<file path="src/rtl/mmix_defs.sv">
// Shared memory-interface definitions: access sizes, arbiter states, request payloads.
package mmix_defs;

   localparam int unsigned ADDR_W = 64;
   localparam int unsigned DATA_W = 64;
   localparam int unsigned BE_W   = 8;

   typedef enum logic [1:0] {
      SIZE_BYTE  = 2'd0,
      SIZE_WYDE  = 2'd1,
      SIZE_TETRA = 2'd2,
      SIZE_OCTA  = 2'd3
   } mem_size_e;

   typedef enum logic [1:0] {
      S_IDLE   = 2'd0,
      S_ISSUE  = 2'd1,
      S_RDWAIT = 2'd2,
      S_RESP   = 2'd3
   } arb_state_e;

   typedef enum logic {
      PORT_DATA  = 1'b0,
      PORT_FETCH = 1'b1
   } port_e;

   // Request as presented by the winning port at grant time
   typedef struct packed {
      logic [ADDR_W-1:0] addr;
      mem_size_e         size;
      logic [DATA_W-1:0] wdata;
      logic              write;
      port_e             port;
   } mem_req_t;

   // Fields still needed after the bus command registers are loaded
   typedef struct packed {
      logic [2:0] addr_lo;
      mem_size_e  size;
      logic       write;
      port_e      port;
   } xfer_t;

endpackage

</file>
<file path="src/rtl/mem_lane_steer.sv">
// Big-endian lane steering: byte offset k lives in lane 7-k. EXTRACT selects
// read extraction (right-justify, zero-extend) instead of write placement.
module mem_lane_steer
   import mmix_defs::*;
#(
   parameter bit EXTRACT = 1'b0
) (
   input  logic [2:0]        addr_lo,
   input  mem_size_e         size,
   input  logic [DATA_W-1:0] data_in,
   output logic [BE_W-1:0]   byteenable_c,
   output logic [DATA_W-1:0] data_c
);

   logic [2:0]        offset;
   logic [3:0]        nbytes;
   logic [2:0]        lane_lo;
   logic [BE_W-1:0]   size_mask;
   logic [BE_W-1:0]   lane_mask;
   logic [DATA_W-1:0] data_mask;

   // Size-aligned offset: drop the low address bits covered by the access
   always_comb begin
      offset = addr_lo;
      case (size)
         SIZE_BYTE:  offset = addr_lo;
         SIZE_WYDE:  offset = {addr_lo[2:1], 1'b0};
         SIZE_TETRA: offset = {addr_lo[2], 2'b00};
         default:    offset = 3'b000;
      endcase
   end

   assign nbytes       = 4'd1 << size;
   assign lane_lo      = 3'(4'd8 - 4'(offset) - nbytes);
   assign size_mask    = 8'((16'd1 << nbytes) - 16'd1);
   assign byteenable_c = size_mask << lane_lo;

   always_comb begin
      data_mask = '0;
      for (int j = 0; j < int'(BE_W); j++) begin
         data_mask[8*j +: 8] = {8{lane_mask[j]}};
      end
   end

   generate
      if (EXTRACT) begin : g_extract
         assign lane_mask = size_mask;
         assign data_c    = (data_in >> {lane_lo, 3'b000}) & data_mask;
      end else begin : g_place
         assign lane_mask = byteenable_c;
         assign data_c    = (data_in << {lane_lo, 3'b000}) & data_mask;
      end
   endgenerate

endmodule

</file>
<file path="src/rtl/mem_port_arbiter.sv">
// Round-robin arbiter sharing one 64-bit bus between the data port and the
// instruction-fetch port; one transaction in flight at a time.
module mem_port_arbiter
   import mmix_defs::*;
(
   input  logic              clk,
   input  logic              reset_n,
   input  logic [ADDR_W-1:0] d_address,
   input  logic [1:0]        d_datasize,
   input  logic              d_read,
   input  logic              d_write,
   input  logic [DATA_W-1:0] d_writedata,
   output logic [DATA_W-1:0] d_readdata,
   output logic              d_done,
   input  logic [ADDR_W-1:0] i_address,
   input  logic              i_read,
   output logic [DATA_W-1:0] i_readdata,
   output logic              i_done,
   output logic [ADDR_W-1:0] bus_address,
   output logic [BE_W-1:0]   bus_byteenable,
   output logic              bus_read,
   output logic              bus_write,
   output logic [DATA_W-1:0] bus_writedata,
   input  logic [DATA_W-1:0] bus_readdata,
   input  logic              bus_waitrequest,
   input  logic              bus_readdatavalid
);

   arb_state_e        state, state_nxt;
   port_e             last_grant, last_grant_nxt;
   xfer_t             req_q, req_nxt;
   mem_req_t          cand;
   logic              d_req, grant_fetch;
   logic [2:0]        steer_addr_lo;
   mem_size_e         steer_size;
   logic [BE_W-1:0]   wr_be, rd_be, bus_byteenable_nxt;
   logic [DATA_W-1:0] wr_data, rd_data, bus_writedata_nxt;
   logic [ADDR_W-1:0] bus_address_nxt;
   logic              bus_read_nxt, bus_write_nxt, d_done_nxt, i_done_nxt;
   logic [DATA_W-1:0] d_readdata_nxt, i_readdata_nxt;

   assign d_req       = d_read | d_write;
   assign grant_fetch = i_read && (!d_req || last_grant == PORT_DATA);

   // Candidate request from whichever port would win this cycle
   always_comb begin
      cand = '0;
      if (grant_fetch) begin
         cand.addr  = i_address;
         cand.size  = SIZE_OCTA;
         cand.port  = PORT_FETCH;
      end else begin
         cand.addr  = d_address;
         cand.size  = mem_size_e'(d_datasize);
         cand.wdata = d_writedata;
         cand.write = d_write;
         cand.port  = PORT_DATA;
      end
   end

   // Steer the candidate at grant time, the latched request afterwards
   always_comb begin
      steer_addr_lo = req_q.addr_lo;
      steer_size    = req_q.size;
      if (state == S_IDLE) begin
         steer_addr_lo = cand.addr[2:0];
         steer_size    = cand.size;
      end
   end

   mem_lane_steer #(.EXTRACT(1'b0)) u_steer_wr (
      .addr_lo      (steer_addr_lo),
      .size         (steer_size),
      .data_in      (cand.wdata),
      .byteenable_c (wr_be),
      .data_c       (wr_data)
   );

   mem_lane_steer #(.EXTRACT(1'b1)) u_steer_rd (
      .addr_lo      (steer_addr_lo),
      .size         (steer_size),
      .data_in      (bus_readdata),
      .byteenable_c (rd_be),
      .data_c       (rd_data)
   );

   always_comb begin
      state_nxt          = state;
      last_grant_nxt     = last_grant;
      req_nxt            = req_q;
      bus_address_nxt    = bus_address;
      bus_byteenable_nxt = bus_byteenable;
      bus_writedata_nxt  = bus_writedata;
      bus_read_nxt       = bus_read;
      bus_write_nxt      = bus_write;
      d_done_nxt         = 1'b0;
      i_done_nxt         = 1'b0;
      d_readdata_nxt     = d_readdata;
      i_readdata_nxt     = i_readdata;
      case (state)
         S_IDLE: begin
            if (d_req || i_read) begin
               state_nxt          = S_ISSUE;
               last_grant_nxt     = cand.port;
               req_nxt.addr_lo    = cand.addr[2:0];
               req_nxt.size       = cand.size;
               req_nxt.write      = cand.write;
               req_nxt.port       = cand.port;
               bus_address_nxt    = {cand.addr[ADDR_W-1:3], 3'b000};
               bus_byteenable_nxt = cand.write ? wr_be : rd_be;
               bus_writedata_nxt  = cand.write ? wr_data : '0;
               bus_read_nxt       = !cand.write;
               bus_write_nxt      = cand.write;
            end
         end
         S_ISSUE: begin
            if (!bus_waitrequest) begin
               bus_read_nxt  = 1'b0;
               bus_write_nxt = 1'b0;
               if (req_q.write) begin
                  state_nxt  = S_RESP;
                  d_done_nxt = 1'b1;
               end else begin
                  state_nxt  = S_RDWAIT;
               end
            end
         end
         S_RDWAIT: begin
            if (bus_readdatavalid) begin
               state_nxt = S_RESP;
               if (req_q.port == PORT_FETCH) begin
                  i_readdata_nxt = rd_data;
                  i_done_nxt     = 1'b1;
               end else begin
                  d_readdata_nxt = rd_data;
                  d_done_nxt     = 1'b1;
               end
            end
         end
         default: state_nxt = S_IDLE;
      endcase
   end

   always_ff @(posedge clk or negedge reset_n) begin
      if (!reset_n) begin
         state          <= S_IDLE;
         last_grant     <= PORT_FETCH;
         req_q          <= '0;
         bus_address    <= '0;
         bus_byteenable <= '0;
         bus_writedata  <= '0;
         bus_read       <= 1'b0;
         bus_write      <= 1'b0;
         d_done         <= 1'b0;
         i_done         <= 1'b0;
         d_readdata     <= '0;
         i_readdata     <= '0;
      end else begin
         state          <= state_nxt;
         last_grant     <= last_grant_nxt;
         req_q          <= req_nxt;
         bus_address    <= bus_address_nxt;
         bus_byteenable <= bus_byteenable_nxt;
         bus_writedata  <= bus_writedata_nxt;
         bus_read       <= bus_read_nxt;
         bus_write      <= bus_write_nxt;
         d_done         <= d_done_nxt;
         i_done         <= i_done_nxt;
         d_readdata     <= d_readdata_nxt;
         i_readdata     <= i_readdata_nxt;
      end
   end

endmodule

</file>
<file path="config.mk">
export PLATFORM = sky130hd
export DESIGN_NAME = mem_port_arbiter
export DESIGN_NICKNAME = d
export VERILOG_FILES = /design/src/rtl/mmix_defs.sv /design/src/rtl/mem_lane_steer.sv /design/src/rtl/mem_port_arbiter.sv
export SDC_FILE = /design/constraint.sdc
export NUM_CORES = 1
export LEC_CHECK = 0
export BUFFER_PORTS_ARGS = -buffer_cell sky130_fd_sc_hd__buf_2
export CORE_MARGIN = 8
export CORE_UTILIZATION = 32
export CTS_CLUSTER_DIAMETER = 200
export DETAILED_ROUTE_END_ITERATION = 8
export GPL_TIMING_DRIVEN = 0
export HOLD_SLACK_MARGIN = 0.05
export SLEW_MARGIN = 20
export SYNTH_ARGS = -nofsm -noshare
export SYNTH_HDL_FRONTEND = slang
export SYNTH_SLANG_ARGS = --single-unit
</file>
<file path="constraint.sdc">
create_clock -name clk -period 5.85 [get_ports clk]
set_input_delay 0.2925 -clock clk [delete_from_list [all_inputs] [get_ports clk]]
set_output_delay 0.2925 -clock clk [all_outputs]
set_load 0.01 [all_outputs]
</file>
== After elaboration in Yosys (flattened, before gate mapping) ==
Index checks and enable logic that the tools add are counted.

* $add $sub $neg: 3
* $mul: 0
* Div/mod/pow operators: 0
* $lt $le $gt $ge: 0
* Eq/ne operators: 7
* Shift-type cells: 5
* Multiplexer cells: 25
* Bitwise operators: 5
* Reductions and logical operators: 13

{| class="wikitable"
|+ Operators with widths
! cell !! count
|-
| $and 64x64->64 || 2
|-
| $mux 66 || 1
|-
| $mux 65 || 1
|-
| $mux 64 || 1
|-
| $shl 64x6->64 || 1
|-
| $shr 64x6->64 || 1
|-
| $mux 1 || 12
|-
| $reduce_and 3->1 || 4
|-
| $pmux 3 s3 || 1
|-
| $mux 2 || 4
|-
| $shl 1x4->8 const A || 1
|-
| $shl 8x3->8 || 1
|-
| $sub 8x1->8 const B || 1
|-
| $pmux 1 s2 || 3
|-
| $pmux 2 s3 || 1
|-
| $eq 2x1->1 const B || 2
|-
| $eq 2x2->1 const B || 2
|-
| $logic_not 2->1 || 2
|-
| $ne 2x2->1 const B || 2
|-
| $shl 1x2->4 const A || 1
|-
| $mux 3 || 1
|-
| $sub 1x3->3 const A || 1
|-
| $sub 3x3->3 || 1
|-
| $logic_not 1->1 || 2
|-
| other kinds (7) || 9
|}

* Bits in registers: 275
* Bits in latches: 0
* RAM bits: 0
* Bits in read-only memories: 0
* Input port bits: 265
* Output and inout bits: 268
* Word-level logic and storage cells: 73
* Memories kept: 0

== Depth between registers and ports, before layout ==
* Depth in word-level cells: 13
* Mapped depth: 17
* Mapped depth without buffers: 14

== Cells and area by module ==
A second synthesis with hierarchy kept.

* Cell total of the unflattened synthesis: 1550
* Area, all modules: 16383.2 sq um

{| class="wikitable"
|+ Modules (own cells, without submodules)
! module !! times used !! cells each !! area each (sq um) !! sequential area each (sq um)
|-
| mem_port_arbiter || 1 || 969 || 11601.1 || 6882.9
|-
| mem_lane_steer at u_steer_wr || 1 || 276 || 2512.4 || 0.0
|-
| mem_lane_steer at u_steer_rd || 1 || 305 || 2269.7 || 0.0
|}

== Least setup slack after synthesis ==
No wires, ideal clock.

* Path type: reg-to-reg
* Start point: reg last_grant
* End point: reg i_readdata[16]
* Setup time: 0.135 ns
* Data arrival time: 4.171 ns
* Required time: 5.715 ns
* Path slack: 1.544 ns
* Stages on the path, launching flop included: 17
* Buffers on the path: 6
* Clock period less this slack: 4.306 ns
* Path through: dfstp_2 -> o21ai_0 -> nand2_1 -> clkbuf_1 -> clkbuf_1 -> buf_1 -> o211ai_1 -> a21oi_1 -> ha_1 -> inv_1 -> ha_1 -> clkbuf_1 -> clkbuf_1 -> clkbuf_1 -> mux4_2 -> a32oi_1 -> o21ai_0

* Longest elaborated chain between the ends: 11
* Elaborated cells between the ends (all ways): 17
* Those cells by class: add/sub: 3; eq/ne: 2; shift: 3; mux: 4; bitwise: 2; reduce/logical: 3

{| class="wikitable"
|+ Ends and longest elaborated chain
! what !! line !! RTL
|-
| start, declared || mem_port_arbiter.sv:30 || <nowiki>port_e last_grant, last_grant_nxt;</nowiki>
|-
| start signal, assigned || mem_port_arbiter.sv:160 || <nowiki>last_grant <= last_grant_nxt;</nowiki>
|-
| $not 1->1 (*) || mem_port_arbiter.sv:43 || <nowiki>assign grant_fetch = i_read && (!d_req || last_grant == PORT_DATA);</nowiki>
|-
| $logic_or 1x1->1 (*) || mem_port_arbiter.sv:43 ||
|-
| $logic_and 1x1->1 (*) || mem_port_arbiter.sv:43 ||
|-
| $mux 66 (*) || mem_port_arbiter.sv:48 || <nowiki>if (grant_fetch) begin</nowiki>
|-
| $mux 2 || mem_port_arbiter.sv:65 || <nowiki>if (state == S_IDLE) begin</nowiki>
|-
| $eq 2x2->1 (tied with other cells) || mem_lane_steer.sv:25 || <nowiki>case (size)</nowiki>
|-
| $pmux 3 s3 || mem_lane_steer.sv:25 ||
|-
| $sub 1x3->3 || mem_lane_steer.sv:34 || <nowiki>assign lane_lo = 3'(4'd8 - 4'(offset) - nbytes);</nowiki>
|-
| $sub 3x3->3 || mem_lane_steer.sv:34 ||
|-
| $shr 64x6->64 || mem_lane_steer.sv:48 || <nowiki>assign data_c = (data_in >> {lane_lo, 3'b000}) & data_mask;</nowiki>
|-
| $and 64x64->64 (*) || mem_lane_steer.sv:48 ||
|-
| end signal, assigned || mem_port_arbiter.sv:170 || <nowiki>i_readdata <= i_readdata_nxt;</nowiki>
|-
| end, declared || mem_port_arbiter.sv:17 || <nowiki>output logic [DATA_W-1:0] i_readdata,</nowiki>
|}

Every way passes the cells marked *; elsewhere a longest branch is shown, timed or not.
A chain may end at the register's enable or synchronous reset.

== Worst setup path in the final report ==
* Start point: reg last_grant
* End point: reg d_readdata[5]

* Longest elaborated chain between the ends: 11
* Elaborated cells between the ends (all ways): 17
* Those cells by class: add/sub: 3; eq/ne: 2; shift: 3; mux: 4; bitwise: 2; reduce/logical: 3

{| class="wikitable"
|+ Ends and longest elaborated chain
! what !! line !! RTL
|-
| $not 1->1 (*) || mem_port_arbiter.sv:43 ||
|-
| $logic_or 1x1->1 (*) || mem_port_arbiter.sv:43 ||
|-
| $logic_and 1x1->1 (*) || mem_port_arbiter.sv:43 ||
|-
| $mux 66 (*) || mem_port_arbiter.sv:48 ||
|-
| $mux 2 || mem_port_arbiter.sv:65 ||
|-
| $eq 2x2->1 (tied with other cells) || mem_lane_steer.sv:25 ||
|-
| $pmux 3 s3 || mem_lane_steer.sv:25 ||
|-
| $sub 1x3->3 || mem_lane_steer.sv:34 ||
|-
| $sub 3x3->3 || mem_lane_steer.sv:34 ||
|-
| $shr 64x6->64 || mem_lane_steer.sv:48 ||
|-
| $and 64x64->64 (*) || mem_lane_steer.sv:48 ||
|-
| end signal, assigned || mem_port_arbiter.sv:169 || <nowiki>d_readdata <= d_readdata_nxt;</nowiki>
|-
| end, declared || mem_port_arbiter.sv:13 || <nowiki>output logic [DATA_W-1:0] d_readdata,</nowiki>
|}

Marks and branches as above.

==> out/qor.yml <==
timing:
  fin_skew_ns: 0.0268
  slew_headroom: 0.244
  worst_pin_slew_ns: 1.13
  tns_ns: 0
  slew_violations: 0
  setup_viol: 0
  min_period_ns: 5.52
  fmax_mhz: 181
  rsz0062_at_grt: "no"
  finalHoldViolations: 0
  min_period_over_period: 0.944
worst_setup_path:
  crit_path_end_kind: "register"
  crit_path_end: "d_readdata[5]$_DFFE_PN0P_"
  critPathKind: "reg -> reg"
  r2r_slack_ns: 0.33
  critPathTopFamily: "buffers and inverters"
  critical_path.max_stage_delay_ns: 0.57
  crit_start: "last_grant$_DFFE_PN1P_"
  cp.required_ns: 6.29
  cpMaxStageDelayCell: "clkbuf_1"
  start_kind: "register"
  path_cells: "o21ai_0 > nand2_2 > clkbuf_1 > buf_2 > o211ai_1 > a21oi_1 > ha_1 > inv_1 > ha_1 > clkbuf_1 > clkbuf_1 > clkbuf_2 > mux4_2 > mux2i_1 > o21ai_1"
  cp.buffers_inverters: 6
  path_depth: 15
  arrival_ns: 5.96
  reg2reg_to: "d_readdata[5]$_DFFE_PN0P_"
  critical_path.max_fanout: 11
  reg2reg_from: "last_grant$_DFFE_PN1P_"
  r2r_cells: 15
  crit_top_cell: "clkbuf_1"
clock_network:
  clkSinkCount: 275
  htree_num_levels: 1
  clk_latency_ns: 0.60
  clockBufferDepth: 3
  cts_buffers: 31
  clockRootBuffer: "clkbuf_16"
  cts_tree: "built"
  postCtsSetupBuffers: 0
  clk_pin_slew_ns: 0.06
drt:
  antenna_left: 0
  post-route-drc-count: 0
  routed_wl_microns: 75500
  vias: 15300
  wl_per_cell_microns: 27.8
  viasPerCell: 5.61
  dr.pass1.iters: 7
  drt_iter0_drc: 1317
cells_and_area:
  finish.instance_area_sq_mm: 0.0206
  final_nets: 2338
  syn2layout_area_growth_pct: 38.3
  drive_above_1_share: 0.350
  mostFrequentLayoutCell: "buf_2"
  most-common-layout-cells: "537 x buf_2, 274 x dfrtp_1, 244 x nand2_1"
global_routing:
  grt_pass1_wl_microns: 108000
  grt_max_degree: 96
  grt_use_total: 0.268
  grt_overflow_total: 0
  grt_pass1_vias: 15800
  antenna_found_initial: 38
power:
  max-vdd-ir-drop_v: 0.000338
  power.total_w: 0.0145
  p_leak_nw: 10.1
  power_density_mw_per_mm2: 702
floorplanning:
  rows: 79
  die_w_microns: 232
  dieArea_sq_mm: 0.0537
  initial_utilization: 0.322
  coreArea_sq_mm: 0.0463
  io_pins: 533
  die_h_microns: 232
placed_design:
  placed_area_sq_mm: 0.0184
  gp_congestion: 0.957
  dpl.hpwl_microns: 59700
  io_buffers: 528
synth:
  synth-seq-cells: 275
  synthTopCellsByArea: "dfrtp_1 46%, mux4_2 9.7%, mux2i_1 8.2%"
  yosysUniqueCellTypes: 59
  synth_warnings: 0
  synth_top_area_frac: 0.461
  ys_seq_area_frac: 0.462
  synth_top_area_cell: "dfrtp_1"
  synth_edf_count: 0
  syn_avg_cell_area_sq_um: 10.6
  syn-cell-area_sq_mm: 0.0149
  ys_async_sr_fraction: 1.00
  synthFlopType: "dfrtp_1"
  syn_inst: 1402
hold_path:
  min_path_type: "in -> reg"
  hold_depth: 3
flow_run:
  maxCapViolCount: 0
outcome:
  status: "finished clean"
-- Yosys cell counts, drive strengths merged (9+ instances only) --
cell and instances:
a221o 17, nand2 245, a32oi 17, and3 35
nor3 14, inv 17, a22oi 9, mux2i 122
nor2 17, a21oi 25, buf 34, mux2 28
a2bb2oi 16, clkbuf 92, nand3 13, o21ai 198
mux4 64, o31ai 58, a22o 16, dfrtp 274
-- metal layers --
layer	wire length, microns	vias up	track usage
li1	-	6612	-
met1	27800	7572	0.308
met2	36500	854	0.461
met3	7330	185	0.0793
met4	3660	28	0.115
met5	186	-	0
-- per-stage QoR --
stage / util / setup WS, ns / instances / hold slack [ns]
5_1_grt: 0.445 / 0.0926 / 2716 / 0.0644
4_1_cts: 0.444 / 0.128 / 2698 / 0.0519
3_5_place_dp: 0.398 / -0.719 / 2542 / 0.224
3_3_place_gp: 0.396 / -0.842 / 2539 / 0.455
2_1_floorplan: - / 1.54 / 1404 / -0.00309
6_report: 0.445 / 0.330 / 2719 / 0.0419
-- logic make-up (layout without fill, tap and decap cells) --
family | Yosys count | count (layout) | share of synthesized area
and+or+nand+nor | 355 | 355 | 0.106
AOI/OAI and AO/OA | 407 | 407 | 0.182
DFF | 275 | 275 | 0.462
muxes | 214 | 214 | 0.200
xor gates and xnor gates | 1 | 1 | 0.000588
buffers and inverters | 143 | 830 | 0.0436
other | 1 | 24 | 0.000252
adders and majority gates | 6 | 6 | 0.00504
-- flip-flops by register name, summed over array words and instances (netlist names) --
name and cells:
bus_writedata 64, d_readdata 64, i_readdata 64, bus_address 61, bus_byteenable 8, req_q 7, state 2, bus_read 1
bus_write 1, d_done 1, i_done 1, last_grant 1
-- final cells by class --
type / instances / area [sq um]
clock buffers: 43 / 901
clock inverters: 14 / 214
plain buffers: 125 / 589
multi-input cells: 986 / 7400
repair buffers: 631 / 3740
diodes: 21 / 52.6
inverters: 17 / 63.8
fillers: 4523 / 25700
flip-flops and latches: 275 / 6880
well taps: 607 / 759
-- worst reg2reg max path, delay by kind of cell (launching register included) --
kind,cells,cell delay (ns)
buffers and inverters,6,2.42
adder cells (fa/ha/maj),2,0.46
multiplexers,2,0.83
flip-flops,1,0.56
AND/OR/NAND/NOR,1,0.37
AO/OA/AOI/OAI,4,0.75
-- worst min path at each step --
| stage | start | endpoint | slack (ns) |
|---|---|---|---|
| 6_report | i_address[0] | req_q[4]$_DFFE_PN0P_ | 0.04 |
| 3_3_place_gp | bus_byteenable[1]$_DFFE_PN0P_ | bus_byteenable[1]$_DFFE_PN0P_ | 0.45 |
| 3_5_place_dp | reset_n | d_readdata[55]$_DFFE_PN0P_ | 0.22 |
| 2_1_floorplan | reset_n | bus_address[10]$_DFFE_PN0P_ | -0.003 |
| 4_1_cts | d_address[51] | bus_address[51]$_DFFE_PN0P_ | 0.05 |
| 5_1_grt | i_address[10] | bus_address[10]$_DFFE_PN0P_ | 0.06 |
-- power by group --
| part | internal (W) | switching, W |
|---|---|---|
| Clock | 0.00129 | 0.000837 |
| Sequential | 0.00265 | 0.000455 |
| Combinational | 0.00336 | 0.00588 |
-- timing repair --
action                                 in CTS  in global routing
endpoints found under the hold margin     141                  0
setup endpoints to repair                 172                 37
hold buffers                              100                  0
resized for setup                           6                  6
pin swaps                                   0                  0
Power figures use the tool's default switching activity.
